==> config.mk <==
export PLATFORM = sky130hd
export DESIGN_NAME = multicycle_control
export DESIGN_NICKNAME = d
export VERILOG_FILES = /design/src/rtl/multicycle_control.sv
export SDC_FILE = /design/constraint.sdc
export NUM_CORES = 1
export LEC_CHECK = 0
export BUFFER_PORTS_ARGS = -buffer_cell sky130_fd_sc_hd__buf_2
export CAP_MARGIN = 20
export CORE_MARGIN = 3
export CORE_UTILIZATION = 47
export CTS_CLUSTER_SIZE = 10
export DETAILED_ROUTE_END_ITERATION = 8
export PLACE_DENSITY = 0.85
export REMOVE_ABC_BUFFERS = 1
export SLEW_MARGIN = 25
export SYNTH_ARGS = -nofsm -noshare
export SYNTH_HDL_FRONTEND = slang
export SYNTH_SLANG_ARGS = --single-unit
==> constraint.sdc <==
create_clock -name clk -period 4.4 [get_ports clk]
set_clock_uncertainty 0.2 [all_clocks]
set_input_delay 0.44 -clock clk [delete_from_list [all_inputs] [get_ports clk]]
set_output_delay 0.44 -clock clk [all_outputs]
set_load 0.03 [all_outputs]
==> src/rtl/multicycle_control.sv <==
// Control FSM for the multicycle RV32I core: decodes the instruction register into
// ALU op codes, operand selects and write strobes, and sequences fetch/load/store.

`ifndef ALUOP_ADD
`define ALUOP_ADD  4'd0
`define ALUOP_SUB  4'd1
`define ALUOP_SLL  4'd2
`define ALUOP_SLT  4'd3
`define ALUOP_SLTU 4'd4
`define ALUOP_XOR  4'd5
`define ALUOP_SRL  4'd6
`define ALUOP_SRA  4'd7
`define ALUOP_OR   4'd8
`define ALUOP_AND  4'd9
`define ALUOP_SRC1 4'd10
`endif

module multicycle_control (
    input  logic        clk,
    input  logic        rst_n,
    input  logic [31:0] instr,
    input  logic        alu_zero,
    input  logic        alu_lsb,
    input  logic        mem_ready,
    output logic [3:0]  alu_op_code,
    output logic [1:0]  alu_src_a_sel,
    output logic [1:0]  alu_src_b_sel,
    output logic [2:0]  imm_sel,
    output logic        pc_src_sel,
    output logic        pc_we,
    output logic        pc_lsb_clr,
    output logic        ir_we,
    output logic        adr_sel,
    output logic        mem_req,
    output logic        mem_we,
    output logic        rf_we,
    output logic [1:0]  wb_sel,
    output logic        retire,
    output logic        illegal
);

    localparam logic [6:0] OPC_OP     = 7'b0110011;
    localparam logic [6:0] OPC_OP_IMM = 7'b0010011;
    localparam logic [6:0] OPC_LOAD   = 7'b0000011;
    localparam logic [6:0] OPC_STORE  = 7'b0100011;
    localparam logic [6:0] OPC_BRANCH = 7'b1100011;
    localparam logic [6:0] OPC_JAL    = 7'b1101111;
    localparam logic [6:0] OPC_JALR   = 7'b1100111;
    localparam logic [6:0] OPC_LUI    = 7'b0110111;
    localparam logic [6:0] OPC_AUIPC  = 7'b0010111;
    localparam logic [6:0] OPC_FENCE  = 7'b0001111;

    localparam logic [1:0] SRC_A_PC     = 2'd0;
    localparam logic [1:0] SRC_A_OLD_PC = 2'd1;
    localparam logic [1:0] SRC_A_RS1    = 2'd2;
    localparam logic [1:0] SRC_B_RS2    = 2'd0;
    localparam logic [1:0] SRC_B_IMM    = 2'd1;
    localparam logic [1:0] SRC_B_FOUR   = 2'd2;

    localparam logic [2:0] IMM_I = 3'd0;
    localparam logic [2:0] IMM_S = 3'd1;
    localparam logic [2:0] IMM_B = 3'd2;
    localparam logic [2:0] IMM_U = 3'd3;
    localparam logic [2:0] IMM_J = 3'd4;

    localparam logic [1:0] WB_ALU_OUT = 2'd0;
    localparam logic [1:0] WB_MEM     = 2'd1;
    localparam logic [1:0] WB_PC      = 2'd2;

    typedef enum logic [3:0] {
        S_FETCH, S_DECODE, S_EXEC_R, S_EXEC_I, S_EXEC_U, S_ALU_WB, S_MEM_ADDR,
        S_MEM_READ, S_MEM_WB, S_MEM_WRITE, S_BRANCH, S_JAL, S_JALR, S_ILLEGAL
    } state_t;

    state_t     state;
    logic [6:0] opcode;
    logic [2:0] funct3;
    logic       funct7_b5;
    logic       br_legal;
    logic       br_taken;
    logic [3:0] br_op;
    logic       unused_instr_bits;

    assign opcode            = instr[6:0];
    assign funct3            = instr[14:12];
    assign funct7_b5         = instr[30];
    assign unused_instr_bits = ^{instr[31], instr[29:15], instr[11:7]};

    function automatic logic [3:0] arith_op(input logic [2:0] f3, input logic alt);
        case (f3)
            3'b000:  return alt ? `ALUOP_SUB : `ALUOP_ADD;
            3'b001:  return `ALUOP_SLL;
            3'b010:  return `ALUOP_SLT;
            3'b011:  return `ALUOP_SLTU;
            3'b100:  return `ALUOP_XOR;
            3'b101:  return alt ? `ALUOP_SRA : `ALUOP_SRL;
            3'b110:  return `ALUOP_OR;
            default: return `ALUOP_AND;
        endcase
    endfunction

    // funct3[2] picks the less-than flag over the zero flag; funct3[0] inverts the sense
    assign br_legal = (funct3[2:1] != 2'b01);
    assign br_taken = br_legal && ((funct3[2] ? alu_lsb : alu_zero) ^ funct3[0]);
    always_comb begin
        case (funct3[2:1])
            2'b00:   br_op = `ALUOP_SUB;
            2'b10:   br_op = `ALUOP_SLT;
            2'b11:   br_op = `ALUOP_SLTU;
            default: br_op = `ALUOP_ADD;
        endcase
    end

    always_ff @(posedge clk) begin
        if (!rst_n) begin
            state <= S_FETCH;
        end else begin
            case (state)
                S_FETCH:     if (mem_ready) state <= S_DECODE;
                S_DECODE: begin
                    case (opcode)
                        OPC_OP:              state <= S_EXEC_R;
                        OPC_OP_IMM:          state <= S_EXEC_I;
                        OPC_LOAD, OPC_STORE: state <= S_MEM_ADDR;
                        OPC_BRANCH:          state <= S_BRANCH;
                        OPC_JAL:             state <= S_JAL;
                        OPC_JALR:            state <= S_JALR;
                        OPC_LUI, OPC_AUIPC:  state <= S_EXEC_U;
                        OPC_FENCE:           state <= S_FETCH;
                        default:             state <= S_ILLEGAL;
                    endcase
                end
                S_EXEC_R, S_EXEC_I, S_EXEC_U:      state <= S_ALU_WB;
                S_ALU_WB, S_MEM_WB, S_JAL, S_JALR: state <= S_FETCH;
                S_MEM_ADDR:  state <= opcode[5] ? S_MEM_WRITE : S_MEM_READ;
                S_MEM_READ:  if (mem_ready) state <= S_MEM_WB;
                S_MEM_WRITE: if (mem_ready) state <= S_FETCH;
                S_BRANCH:    state <= br_legal ? S_FETCH : S_ILLEGAL;
                default:     state <= S_ILLEGAL;
            endcase
        end
    end

    // Outputs are forced quiet while rst_n is low so nothing is written in the reset cycle
    always_comb begin
        alu_op_code   = `ALUOP_ADD;
        alu_src_a_sel = SRC_A_PC;
        alu_src_b_sel = SRC_B_RS2;
        imm_sel       = IMM_I;
        pc_src_sel    = 1'b0;
        pc_we         = 1'b0;
        pc_lsb_clr    = 1'b0;
        ir_we         = 1'b0;
        adr_sel       = 1'b0;
        mem_req       = 1'b0;
        mem_we        = 1'b0;
        rf_we         = 1'b0;
        wb_sel        = WB_ALU_OUT;
        retire        = 1'b0;
        illegal       = 1'b0;
        if (rst_n) begin
            case (state)
                S_FETCH: begin
                    mem_req       = 1'b1;
                    alu_src_b_sel = SRC_B_FOUR;
                    ir_we         = mem_ready;
                    pc_we         = mem_ready;
                end
                S_DECODE: begin
                    alu_src_a_sel = SRC_A_OLD_PC;
                    alu_src_b_sel = SRC_B_IMM;
                    if (opcode == OPC_BRANCH)   imm_sel = IMM_B;
                    else if (opcode == OPC_JAL) imm_sel = IMM_J;
                    retire        = (opcode == OPC_FENCE);
                end
                S_EXEC_R: begin
                    alu_src_a_sel = SRC_A_RS1;
                    alu_op_code   = arith_op(funct3, funct7_b5);
                end
                S_EXEC_I: begin
                    alu_src_a_sel = SRC_A_RS1;
                    alu_src_b_sel = SRC_B_IMM;
                    alu_op_code   = arith_op(funct3, funct7_b5 && (funct3 == 3'b101));
                end
                S_EXEC_U: begin
                    alu_src_b_sel = SRC_B_IMM;
                    imm_sel       = IMM_U;
                    if (opcode == OPC_LUI) alu_op_code   = `ALUOP_SRC1;
                    else                   alu_src_a_sel = SRC_A_OLD_PC;
                end
                S_ALU_WB: begin
                    rf_we  = 1'b1;
                    retire = 1'b1;
                end
                S_MEM_ADDR: begin
                    alu_src_a_sel = SRC_A_RS1;
                    alu_src_b_sel = SRC_B_IMM;
                    imm_sel       = opcode[5] ? IMM_S : IMM_I;
                end
                S_MEM_READ: begin
                    mem_req = 1'b1;
                    adr_sel = 1'b1;
                end
                S_MEM_WB: begin
                    rf_we  = 1'b1;
                    wb_sel = WB_MEM;
                    retire = 1'b1;
                end
                S_MEM_WRITE: begin
                    mem_req = 1'b1;
                    mem_we  = 1'b1;
                    adr_sel = 1'b1;
                    retire  = mem_ready;
                end
                S_BRANCH: begin
                    alu_src_a_sel = SRC_A_RS1;
                    alu_op_code   = br_op;
                    pc_we         = br_taken;
                    pc_src_sel    = br_taken;
                    retire        = br_legal;
                end
                S_JAL: begin
                    pc_we      = 1'b1;
                    pc_src_sel = 1'b1;
                    rf_we      = 1'b1;
                    wb_sel     = WB_PC;
                    retire     = 1'b1;
                end
                S_JALR: begin
                    alu_src_a_sel = SRC_A_RS1;
                    alu_src_b_sel = SRC_B_IMM;
                    pc_we         = 1'b1;
                    pc_lsb_clr    = 1'b1;
                    rf_we         = 1'b1;
                    wb_sel        = WB_PC;
                    retire        = 1'b1;
                end
                default: illegal = 1'b1;
            endcase
        end
    end

endmodule

==> results of run 1 <==
-- power groups by stage --
| stage | combinational (W) | clock [W] | sequential (W) |
|---|---|---|---|
| 2_1_floorplan | 0.000271 | 0 | 0.0000973 |
| 3_3_place_gp | 0.000348 | 0 | 0.000114 |
| 3_5_place_dp | 0.000357 | 0 | 0.000116 |
| 4_1_cts | 0.000360 | 0.0000463 | 0.000115 |
| 5_1_grt | 0.000396 | 0.0000479 | 0.000125 |
| 6_report | 0.000363 | 0.0000455 | 0.000117 |
-- final timing paths --
kind / startpoint / end / slack, ps / cells past startpoint
setup reg to reg: state[0] / state[2] / 2150 / 4
setup / recovery: state[0] / imm_sel[1] / 1410 / 5
hold reg to reg: state[3] / state[3] / 780 / 2
hold / removal: rst_n / state[3] / 370 / 3
-- worst max-delay path, delay by kind of cell (launching register included) --
kind                   cells  cell delay, ps
and+or+nand+nor            3             960
DFF                        1             800
buffers and inverters      1             210
AOI/OAI and AO/OA          1             140
-- logic make-up after synthesis --
kind of cell              count (synthesis)  synth area share, %
and+or+nand+nor                          76                 39.7
AOI/OAI and AO/OA                        57                 38.4
buffers and inverters                    22                 9.68
DFF                                       4                 7.75
xor gates and xnor gates                  3                 2.54
muxes                                     2                 1.94
-- metal layers --
| layer | up-vias | wire (um) | GRT usage (%) |
|---|---|---|---|
| li1 | 664 | - | - |
| met1 | 626 | 1330 | 30.7 |
| met2 | 74 | 1390 | 34.9 |
| met3 | 6 | 287 | 3.38 |
| met4 | 0 | 28 | 8.09 |
| met5 | - | 0 | 0 |
-- layout by cell type (no fill, tap or decap), types with 3 or more instances in the layout --
master	instances
a211oi_1	3
a21oi_1	16
a31oi_1	4
a41o_1	3
and2_1	3
buf_2	38
clkbuf_4	3
dfxtp_1	4
inv_1	4
nand2_1	11
nand2b_1	7
nand3_1	5
nor2_1	20
nor2b_1	5
nor3_1	6
nor4_1	3
o21a_1	3
o21ai_0	8
or3_1	3
-- synth_stat cells (2+ instances only) --
cell type | count | area share, %
nor3b_1 | 2 | 1.5
and2_1 | 3 | 1.8
o32a_1 | 2 | 1.9
nand2_1 | 11 | 4.0
or3b_2 | 2 | 1.7
xnor2_1 | 2 | 1.7
nand2b_1 | 7 | 4.2
a41o_1 | 3 | 2.9
nor2_1 | 20 | 7.3
buf_2 | 8 | 3.9
nor4_1 | 3 | 1.8
nor2b_1 | 5 | 3.0
a211oi_1 | 3 | 2.2
o21a_1 | 3 | 2.2
mux2i_1 | 2 | 1.9
nand3_1 | 5 | 2.4
dfxtp_1 | 4 | 7.7
and3_1 | 2 | 1.2
nor3_1 | 6 | 2.9
o21bai_1 | 2 | 1.5
o22ai_1 | 2 | 1.2
or2_2 | 2 | 1.2
a21oi_1 | 16 | 7.7
inv_1 | 4 | 1.5
a31oi_1 | 4 | 2.4
o21ai_0 | 8 | 3.9
clkbuf_1 | 8 | 2.9
o31ai_1 | 2 | 1.5
or3_1 | 3 | 1.8
-- cell type report --
class / instances / area share (%)
Sequential cell: 4 / 6.68
Multi-Input combinational cell: 138 / 71.2
Timing Repair Buffer: 38 / 15.9
Clock buffer: 3 / 1.88
Tap cell: 27 / 2.82
Inverter: 5 / 1.57
-- stage by stage --
stage / hold slack [ps] / power [W] / std cells
detailed placement: 603 / 0.000473 / 212
finish: 369 / 0.000526 / 215
CTS: 362 / 0.000522 / 215
global route: 384 / 0.000569 / 215
global placement: 610 / 0.000463 / 212
floorplan: 369 / 0.000368 / 147
==> run metrics, run 1 <==
status complete, no violations; Biggest register state; worst-path cell chain or4b_1 > nor2_1 > a41oi_1 > nor2_1 > buf_2; # Post-CTS Setup Buffers 0; Slowest Stage Delay on Critical Path 800 ps; final hold violations 0; post-place setup slack 1700 ps; part of the power in registers 22.3%; Post-synth EDFFs 0; die width 52.9 um; fill count 201; Cell Pwr Density 439 mW/mm^2; Yosys reg bits 4; Reg area about 80 sq um; Seq/Total Area, Yosys 7.75%; P_sw 0.000311 W; Remaining Overflow, GRT 0; clock sink total 4; biggest regs state (4); P_int 0.000215 W; final net count 227; Layout area overhead 16.0%; DRC viols 0; antenna cells 0; leakage power 0.519 nW; Setup crit start kind flop; routed wire length 3.04 mm; clock power share approximately 8.7%; Worst Path Required roughly 3800 ps; crit path capture type primary output; sw frac between 50% and 60%; DR pass1 iterations 4; synthesized area per cell roughly 6.3 sq um; I/O pin count 60; max reg flops 4; worst skew pair latency roughly 230 ps; Longest Clk Path Bufs 2; clock root cell clkbuf_4; MaxCap Viol Count 0; GP Congestion approximately 0.93; fin worst setup slack 1410 ps; GR Util All Layers 22.4%; clock slew at reported path FFs 40 ps; drt initial violations 78; CTS tree built; post-layout minimum cycle time 2990 ps; Async SR Flop Fraction 0%; max frequency about 0.33 GHz; Via density approximately 6.4; Primary FF master, synth dfxtp_1; initial antenna violation count 0; die area 0.00280 sq mm; Starting Density between 50% and 60%; Slew HR 47.5%; count of final max-slew check failures 0; Warnings, synthesis 0; Final Util 59.3%; hold_buf cts 0; most frequent CP cell nor2_1; fin area 0.00120 sq mm; Hold Path Class input pin to flop; H-Tree Level Count 1; Core Region between 0.002 and 0.0025 sq mm; CP max FO 25; Slew @ Worst Pin roughly 800 ps; vias in the first global route ~1200; Cells after Synth around 160; Placed Area 0.00118 sq mm; Multi-input gate area ~850 sq um; synthesized area 0.00103 sq mm; setup TNS 0 ps; post-synth cell types 49; number of buffers added on ports 38; share of cells above drive strength 1 25.0%; via count 1370; chip height 52.9 um; detailed placement HPWL 2.22 mm; RSZ-0062 raised after global routing no; antenna viol nets, final 0; CTS Buf Count 3; drt wl/cell 14.1 um; peak supply drop about 0.00024 V; FP Rows 16; critical path's slowest cell dfxtp_1; Setup violations, final 0; crit path kind flop to primary output; Comb pwr share 69.0%; crit share post-route between 60 and 70%; largest net degree at the start of global routing 27; CP arrival 2350 ps; post_cts resized 0; global-route wire length before repair 4.93 mm
No activity file was read; power rests on OpenSTA's default activity.
==> run 2: changes to the inputs <==
--- a/config.mk
+++ b/config.mk
@@ -5,13 +5,14 @@
 export SDC_FILE = /design/constraint.sdc
 export NUM_CORES = 1
 export LEC_CHECK = 0
+export ABC_AREA = 1
 export BUFFER_PORTS_ARGS = -buffer_cell sky130_fd_sc_hd__buf_2
 export CAP_MARGIN = 20
 export CORE_MARGIN = 3
-export CORE_UTILIZATION = 47
+export CORE_UTILIZATION = 37
 export CTS_CLUSTER_SIZE = 10
 export DETAILED_ROUTE_END_ITERATION = 8
-export PLACE_DENSITY = 0.85
+export PLACE_DENSITY = 0.76
 export REMOVE_ABC_BUFFERS = 1
 export SLEW_MARGIN = 25
 export SYNTH_ARGS = -nofsm -noshare
==> constraint.sdc (replaced) <==
create_clock -name clk -period 2.6 [get_ports clk]
set_clock_uncertainty 0.2 [all_clocks]
set_input_delay 0.26 -clock clk [delete_from_list [all_inputs] [get_ports clk]]
set_output_delay 0.26 -clock clk [all_outputs]
set_load 0.03 [all_outputs]
==> run metrics, run 2 <==
antenna viol nets, final 0; most frequent CP cell a21oi_1; crit path kind flop to primary output; adder-cell share of the synthesized area 0%; H-Tree Level Count 1; Starting Density 41.2%; count of final max-slew check failures 0; Slew @ Worst Pin ~320 ps; I/O pin count 60; biggest regs state (4); drt initial violations 19; DR pass1 iterations 4; GP Congestion about 0.87; GR Util All Layers between 15 and 20%; post-layout minimum cycle time around 2100 ps; Yosys top cell area share 24.1%; leakage power 0.649 nW; initial antenna violation count 0; MaxCap Viol Count 0; detailed placement HPWL around 2 mm; Layout area overhead 28.6%; Cells after Synth 175; crit path launch state[3]; Synth area leaders nand2_1 24%, inv_1 12%, nor2_1 11%, dfxtp_1 9.3%, a21oi_1 8.8%; final net count 254; peak supply drop between 0.0003 and 0.0004 V; crit share post-route 80.4%; Via density 5.05; synthesized area per cell 4.90 sq um; commonest cells after routing, fill and taps aside 55 x nand2_1, 38 x buf_2, 28 x inv_1; CTS Buf Count 3; Primary FF master, synth dfxtp_1; post_cts resized 0; Warnings, synthesis 0; Worst Path Required 2140 ps; Tot Pwr 0.000747 W; Remaining Overflow, GRT 0; Setup violations, final 0; final hold violations 0; routed wire length 2.36 mm; Hold Path Class input pin to flop; Yosys reg bits 4; vias in the first global route 1002; max reg flops 4; XOR/XNOR Fraction of Synth Area roughly 1%; worst skew pair latency around 230 ps; clock slew at reported path FFs approximately 30 ps; largest family of logic cells by synthesized area simple AND/OR/NAND/NOR gates; die width 54.1 um; min-delay src rst_n; Async SR Flop Fraction 0%; crit path capture type primary output; antenna cells 0; CP max FO 5; Slew HR between 70% and 80%; drt wl/cell 9.74 um; DRC viols 0; largest net degree at the start of global routing 13; post-synthesis mux area share 0%; chip height 54.1 um; # Post-CTS Setup Buffers 0; clock root cell clkbuf_4; FF-to-FF Start state[1]; hold_buf cts 0; clock sink total 4; setup TNS 0 ps; CP arrival about 1600 ps; global-route wire length before repair 3.91 mm; number of buffers added on ports 38; count leader, synth nand2_1; synthesized area 857 sq um; share of cells above drive strength 1 about a quarter; post-synthesis compound-gate area fraction a little under a quarter; Core Region 0.00208 sq mm; die area slightly below 0.003 sq mm; post-synth cell types 27; worst-path cell chain inv_1 > nor2_2 > nand2_1 > o22ai_1 > a21oi_1 > a21oi_1 > buf_2; critical path's slowest cell dfxtp_1; most common cell after layout, fill and taps aside nand2_1; Commonest cells post-synth 55 x nand2_1, 28 x inv_1, 24 x nor2_1; max frequency 0.478 GHz; simple-gate area share of the yosys netlist about half; FP Rows 16; status complete, no violations; CTS tree built; Post-synth EDFFs 0; Biggest register state; Cell Pwr Density 678 mW/mm^2; Seq/Total Area, Yosys about a tenth; Slowest Stage Delay on Critical Path around 400 ps; top cell type by total area after synthesis nand2_1; fill count 241; via count 1223; Setup crit start kind flop; RSZ-0062 raised after global routing no; Longest Clk Path Bufs 2
-- run 2: logic make-up (layout without fill, tap and decap cells) --
logic type | count (synthesis) | after routing
AND/OR/NAND/NOR | 102 | 102
XOR/XNOR | 1 | 1
AO/OA/AOI/OAI | 35 | 35
flip-flops | 4 | 4
buffers and inverters | 33 | 73
-- run 2: final cells by class --
class                   count  area [sq um]  area share [%]
clock buffers               3          22.5            2.04
inverters                  31           116            10.6
multi-input cells         138           652            59.1
flip-flops and latches      4          80.1            7.26
well taps                  27          33.8            3.06
repair buffers             39           198            17.9
-- run 2: layer usage --
layer	routed length, um	track usage, %
met2	1100	30.3
met5	0	0
met4	0	1.66
met3	188	3.60
met1	1070	22.7
-- run 2: through the flow --
| step | util [%] | std cells | worst slack (ps) | cell area [sq um] | hold slack, ps |
|---|---|---|---|---|---|
| global route | 52.9 | 242 | 306 | 1100 | 129 |
| global placement | 51.9 | 239 | 740 | 1080 | 360 |
| floorplan | - | 173 | 560 | 848 | 158 |
| finish | 52.9 | 242 | 508 | 1100 | 126 |
| CTS | 52.9 | 242 | 507 | 1100 | 120 |
| detailed placement | 51.9 | 239 | 764 | 1080 | 364 |
-- run 2: worst max-delay path, delay by kind of cell, from the launching register on --
kind	cells	cell delay [ps]
buf+inv	2	280
flops	1	400
compound gates	3	410
simple gates	2	310
-- run 2: path summary, 6_finish.rpt --
| check | to | slack (ps) | depth (start not counted) |
|---|---|---|---|
| setup / recovery | retire | 510 | 7 |
| hold / removal | state[1] | 130 | 3 |
| setup reg to reg | state[3] | 1080 | 7 |
| hold reg to reg | state[2] | 450 | 2 |
-- run 2: where the power goes --
part           internal, W  switching, W
clock            0.0000514     0.0000221
sequential       0.0000829     0.0000260
combinational     0.000170      0.000394
total             0.000305      0.000443
